`src/rtl/operand_stack.sv`:
```
// LIFO operand store for the stack CPU: push/pop/replace/ALU write-back with
// TOS/NOS presented combinationally and sticky overflow/underflow/op_error flags.
module operand_stack #(
  parameter int DATA_WIDTH = 32,
  parameter int DEPTH      = 16,
  parameter int CNT_WIDTH  = $clog2(DEPTH) + 1
) (
  input  logic                  clock,
  input  logic                  reset,
  input  logic                  push,
  input  logic                  pop,
  input  logic                  alu_wb,
  input  logic [DATA_WIDTH-1:0] data_in,
  input  logic [DATA_WIDTH-1:0] alu_result,
  input  logic                  clear_err,
  output logic [DATA_WIDTH-1:0] data_out_1st,
  output logic [DATA_WIDTH-1:0] data_out_2nd,
  output logic [CNT_WIDTH-1:0]  count,
  output logic                  empty,
  output logic                  full,
  output logic                  overflow,
  output logic                  underflow,
  output logic                  op_error
);

  localparam int AW = $clog2(DEPTH);
  localparam logic [CNT_WIDTH-1:0] DEPTH_C = CNT_WIDTH'(DEPTH);
  localparam logic [CNT_WIDTH-1:0] ONE_C   = CNT_WIDTH'(1);
  localparam logic [CNT_WIDTH-1:0] TWO_C   = CNT_WIDTH'(2);

  // Operation code is {alu_wb, push, pop}; anything not listed is illegal.
  typedef enum logic [2:0] {
    OP_IDLE    = 3'b000,
    OP_POP     = 3'b001,
    OP_PUSH    = 3'b010,
    OP_REPLACE = 3'b011,
    OP_ALU_WB  = 3'b100
  } op_t;

  logic [DATA_WIDTH-1:0] mem [DEPTH];
  logic [CNT_WIDTH-1:0]  cnt_q;
  logic [CNT_WIDTH-1:0]  cnt_nxt;
  logic [CNT_WIDTH-1:0]  cnt_m1;
  logic [CNT_WIDTH-1:0]  cnt_m2;
  logic [AW-1:0]         tos_idx;
  logic [AW-1:0]         nos_idx;
  logic [AW-1:0]         wr_idx;
  logic [DATA_WIDTH-1:0] wr_data;
  logic                  wr_en;
  logic                  set_ovf;
  logic                  set_unf;
  logic                  set_ope;
  logic                  has_one;
  logic                  has_two;
  logic [2:0]            op_code;
  logic                  ovf_q;
  logic                  unf_q;
  logic                  ope_q;

  assign op_code = {alu_wb, push, pop};
  assign cnt_m1  = cnt_q - ONE_C;
  assign cnt_m2  = cnt_q - TWO_C;
  assign tos_idx = cnt_m1[AW-1:0];
  assign nos_idx = cnt_m2[AW-1:0];
  assign has_one = (cnt_q >= ONE_C);
  assign has_two = (cnt_q >= TWO_C);

  assign count        = cnt_q;
  assign empty        = (cnt_q == '0);
  assign full         = (cnt_q == DEPTH_C);
  assign data_out_1st = has_one ? mem[tos_idx] : '0;
  assign data_out_2nd = has_two ? mem[nos_idx] : '0;
  assign overflow     = ovf_q;
  assign underflow    = unf_q;
  assign op_error     = ope_q;

  // Rejected operations leave count and storage untouched; only a flag is raised.
  always_comb begin
    cnt_nxt = cnt_q;
    wr_en   = 1'b0;
    wr_idx  = '0;
    wr_data = '0;
    set_ovf = 1'b0;
    set_unf = 1'b0;
    set_ope = 1'b0;
    case (op_code)
      OP_IDLE: ;
      OP_PUSH: begin
        if (!full) begin
          wr_en   = 1'b1;
          wr_idx  = cnt_q[AW-1:0];
          wr_data = data_in;
          cnt_nxt = cnt_q + ONE_C;
        end else begin
          set_ovf = 1'b1;
        end
      end
      OP_POP: begin
        if (has_one) cnt_nxt = cnt_m1;
        else         set_unf = 1'b1;
      end
      OP_REPLACE: begin
        if (has_one) begin
          wr_en   = 1'b1;
          wr_idx  = tos_idx;
          wr_data = data_in;
        end else begin
          set_unf = 1'b1;
        end
      end
      OP_ALU_WB: begin
        if (has_two) begin
          wr_en   = 1'b1;
          wr_idx  = nos_idx;
          wr_data = alu_result;
          cnt_nxt = cnt_m1;
        end else begin
          set_unf = 1'b1;
        end
      end
      default: set_ope = 1'b1;
    endcase
  end

  always_ff @(posedge clock) begin
    if (reset) begin
      cnt_q <= '0;
      for (int i = 0; i < DEPTH; i++) mem[i] <= '0;
    end else begin
      cnt_q <= cnt_nxt;
      if (wr_en) mem[wr_idx] <= wr_data;
    end
  end

  // A new error event in the same cycle as clear_err keeps the flag set.
  always_ff @(posedge clock) begin
    if (reset) begin
      ovf_q <= 1'b0;
      unf_q <= 1'b0;
      ope_q <= 1'b0;
    end else begin
      ovf_q <= (ovf_q & ~clear_err) | set_ovf;
      unf_q <= (unf_q & ~clear_err) | set_unf;
      ope_q <= (ope_q & ~clear_err) | set_ope;
    end
  end

endmodule

```
`config.mk`:
```
export PLATFORM = sky130hd
export DESIGN_NAME = operand_stack
export DESIGN_NICKNAME = d
export VERILOG_FILES = /design/src/rtl/operand_stack.sv
export SDC_FILE = /design/constraint.sdc
export NUM_CORES = 1
export LEC_CHECK = 0
export CORE_MARGIN = 3
export CORE_UTILIZATION = 35
export DETAILED_ROUTE_END_ITERATION = 10
export PLACE_DENSITY = 0.6
export SETUP_SLACK_MARGIN = 0.3
export SKIP_LAST_GASP = 1
export SLEW_MARGIN = 20
export SYNTH_ARGS = -nofsm -noshare
export SYNTH_HDL_FRONTEND = slang
export SYNTH_SLANG_ARGS = --single-unit
```
`constraint.sdc`:
```
create_clock -name clock -period 7.69 [get_ports clock]
set_input_delay 1.538 -clock clock [delete_from_list [all_inputs] [get_ports clock]]
set_output_delay 1.538 -clock clock [all_outputs]
set_load 0.01 [all_outputs]
```
==> reports/metrics.yaml <==
finish:
  area_growth_pct: 16.0
  insertedDiodeCount: 0
  drive_above_1_share: 0.228
  fin_nets: 2071
  fin_util: 0.411
routing:
  drt_first_pass_iters: 5
  post_drt_wl_per_cell_um: 27.9
  avgViaCountPerCell: 5.92
  route.met2.wl_mm: 43.3
  drt_iter0_drc: 1889
  wl_met3_mm: 6.84
  wl_met1_mm: 33.7
  route.vias.total: 18200
  routed_wl_mm: 86.0
  top_layer_used: "met4"
  ant_nets: 0
  drc: 0
floorplanning:
  start_util: 0.355
  fp.dieW_um: 287
  rows: 102
  die_area_um2: 82300
  fp.dieH_um: 287
  boundaryPins: 144
  core_um2: 77800
global_routing:
  grt_remaining_overflow: 0
  grt_pass1_wl_mm: 126
  grt_usage: 0.208
  grt_pass1_vias: 18400
  grt_max_degree: 125
  antenna_found_initial: 2
clocking:
  htreeDepth: 2
  clk_path_buf_depth: 3
  root_buffer: "clkbuf_16"
  cts_resized: 0
  path_clk_slew_ns: 0.06
  cts_sinks: 520
  cts_setup_buffers: 0
  tritoncts: "built"
  ctsHoldBuffers: 0
  clkLatencyLatePin_ns: 0.61
  cts_buffers: 53
critical_path:
  start_kind: "flop"
  cp_slowest_cell: "ha_4"
  slowest_delay_ns: 0.76
  critPathCaptureType: "output port"
  worstPathRequired_ns: 6.15
  crit_top_cell: "a211oi_1"
  path_cells: "inv_1 > ha_4 > buf_12 > mux4_2 > nor2b_1 > a211oi_1 > a211oi_1 > clkdlybuf4s50_1"
  critPathKind: "reg2out"
  arrival_ns: 4.64
  cp_max_fo: 40
synthesis:
  yosysTopAreaCell: "edfxtp_1"
  synth_edf_count: 512
  async_flop_share: 0
  synth_area_per_cell_um2: 14.5
  synthFlopType: "edfxtp_1"
  synth.distinct_cells: 56
  synth_area_um2: 27600
  ys_top_cells_by_area: "edfxtp_1, mux4_2, nor2_1"
  post-synth-top-area-fraction: 0.557
  ys_ff_latch: 520
  yosys_warnings: 0
  synth_cells: 1908
  synth_fp_nets: 1986
  ys_seq_area_frac: 0.562
power_and_ir_drop:
  power_frac_comb: 0.292
  pwr-share-seq: 0.397
  swShare: 0.303
  power_frac_clock: 0.311
  leakage_nw: 9.81
  p_int_mw: 5.83
  ir_drop_uv: 162
  p_sw_mw: 2.53
  powerDensity_nw_per_um2: 261
place:
  place_hpwl_mm: 53.0
  routabilityCongestion: 0.838
  io_buffers: 143
sta:
  fin_skew_ns: 0.0103
  max_freq_ghz: 0.162
  tns_ns: 0
  slew_viol_final: 0
  slew_headroom: 0.251
  hold_viol: 0
  finalCritPeriodShare: 0.803
  finalSetupViolCount: 0
  post-route-min-period_ns: 6.18
  tightest_slew_ns: 1.12
  rsz0062_at_grt: "no"
job:
  cap_violations: 0
min_path:
  min_path_type: "reg2reg"
outcome:
  status: "completed"
[routing by layer]
layer	vias to the layer above	track usage
met2	944	0.358
met4	0	0.0496
met1	9551	0.279
li1	7574	-
met5	-	0
met3	133	0.0295
[Yosys cell counts (5+ instances only)]
cell type  count
nor2b_1       69
o21ai_1       66
buf_4          6
a21oi_1        9
a211oi_1      65
clkbuf_1      77
mux2i_1       32
mux4_2       288
nor3b_1       36
and2_1        36
ha_1           8
buf_1         22
nor2_1       523
buf_2         59
o21ai_0       13
xnor2_1        5
inv_1          6
dfxtp_1        8
edfxtp_1     512
[state kept, by name, indices dropped and copies added (netlist names)]
signal	count
mem	512
count	5
op_error	1
overflow	1
underflow	1
[worst max-delay path: cells and delay by family, from the launching register on]
| family | cells | cell delay [ns] |
|---|---|---|
| AO/OA/AOI/OAI | 2 | 0.76 |
| flip-flops | 1 | 0.75 |
| buffers and inverters | 3 | 1.33 |
| multiplexers | 1 | 0.26 |
| AND/OR/NAND/NOR | 1 | 0.13 |
| adder cells (fa/ha/maj) | 1 | 0.76 |
[cell usage in the layout (no fill, tap or decap), types with 9 or more instances in the layout]
cell and count:
clkinv_2 11, o21ai_1 65, nor3b_1 36, mux2i_1 32, clkinv_1 9, and2_1 36
edfxtp_1 512, clkbuf_16 55, a21oi_1 9, o21ai_4 9, nor2_1 522, clkdlybuf4s50_1 143
buf_4 50, mux4_2 288, a211oi_1 65, nor2b_1 69
[logic make-up after synthesis]
group,after synthesis,synth area share
compound gates,185,0.0446
simple gates,694,0.112
mux,320,0.246
fa+ha+maj,8,0.00362
buf+inv,174,0.0282
flops,520,0.562
xor+xnor,7,0.00222
[path summary, 6_finish.rpt]
| check | slack (ns) | startpoint | cells past startpoint | endpoint |
|---|---|---|---|---|
| worst max-delay path | 1.51 | count[0]$_SDFFE_PP0P_ | 8 | data_out_1st[1] |
| worst max register to register | 2.33 | count[1]$_SDFFE_PP0P_ | 9 | mem[8][23]$_SDFFCE_PN0P_ |
| worst min register to register | 0.48 | op_error$_SDFF_PP0_ | 2 | op_error$_SDFF_PP0_ |
| worst min-delay path | 0.48 | op_error$_SDFF_PP0_ | 2 | op_error$_SDFF_PP0_ |
[cell type report]
cell class                      instances  area (µm²)
Fill cell                            7141       45800
Sequential cell                       520       15500
Multi-Input combinational cell       1214       11500
Timing Repair Buffer                  198        1910
Clock buffer                           63        1410
Tap cell                             1040        1300
Clock inverter                         35         319
Inverter                                6        22.5
[power by group through the flow]
| stage | clock [mW] | sequential (mW) | combinational [mW] |
|---|---|---|---|
| detailed placement | 0 | 3.38 | 2.47 |
| global placement | 0 | 3.37 | 2.45 |
| finish | 2.60 | 3.32 | 2.44 |
| CTS | 2.64 | 3.32 | 2.48 |
| floorplan | 0 | 3.33 | 1.56 |
| global route | 2.74 | 3.33 | 2.58 |
[stage by stage]
stage | hold WS [ns] | setup slack [ns] | power, mW | std cells | area, µm²
floorplan | 0.489 | 1.92 | 4.89 | 1908 | 27600
global placement | 0.464 | 1.97 | 5.82 | 2977 | 30300
detailed placement | 0.476 | 1.97 | 5.84 | 2978 | 30300
CTS | 0.490 | 1.36 | 8.43 | 3076 | 32000
global route | 0.508 | 1.16 | 8.65 | 3076 | 32000
finish | 0.483 | 1.51 | 8.36 | 3076 | 32000
(Power assumes the default switching activity.)
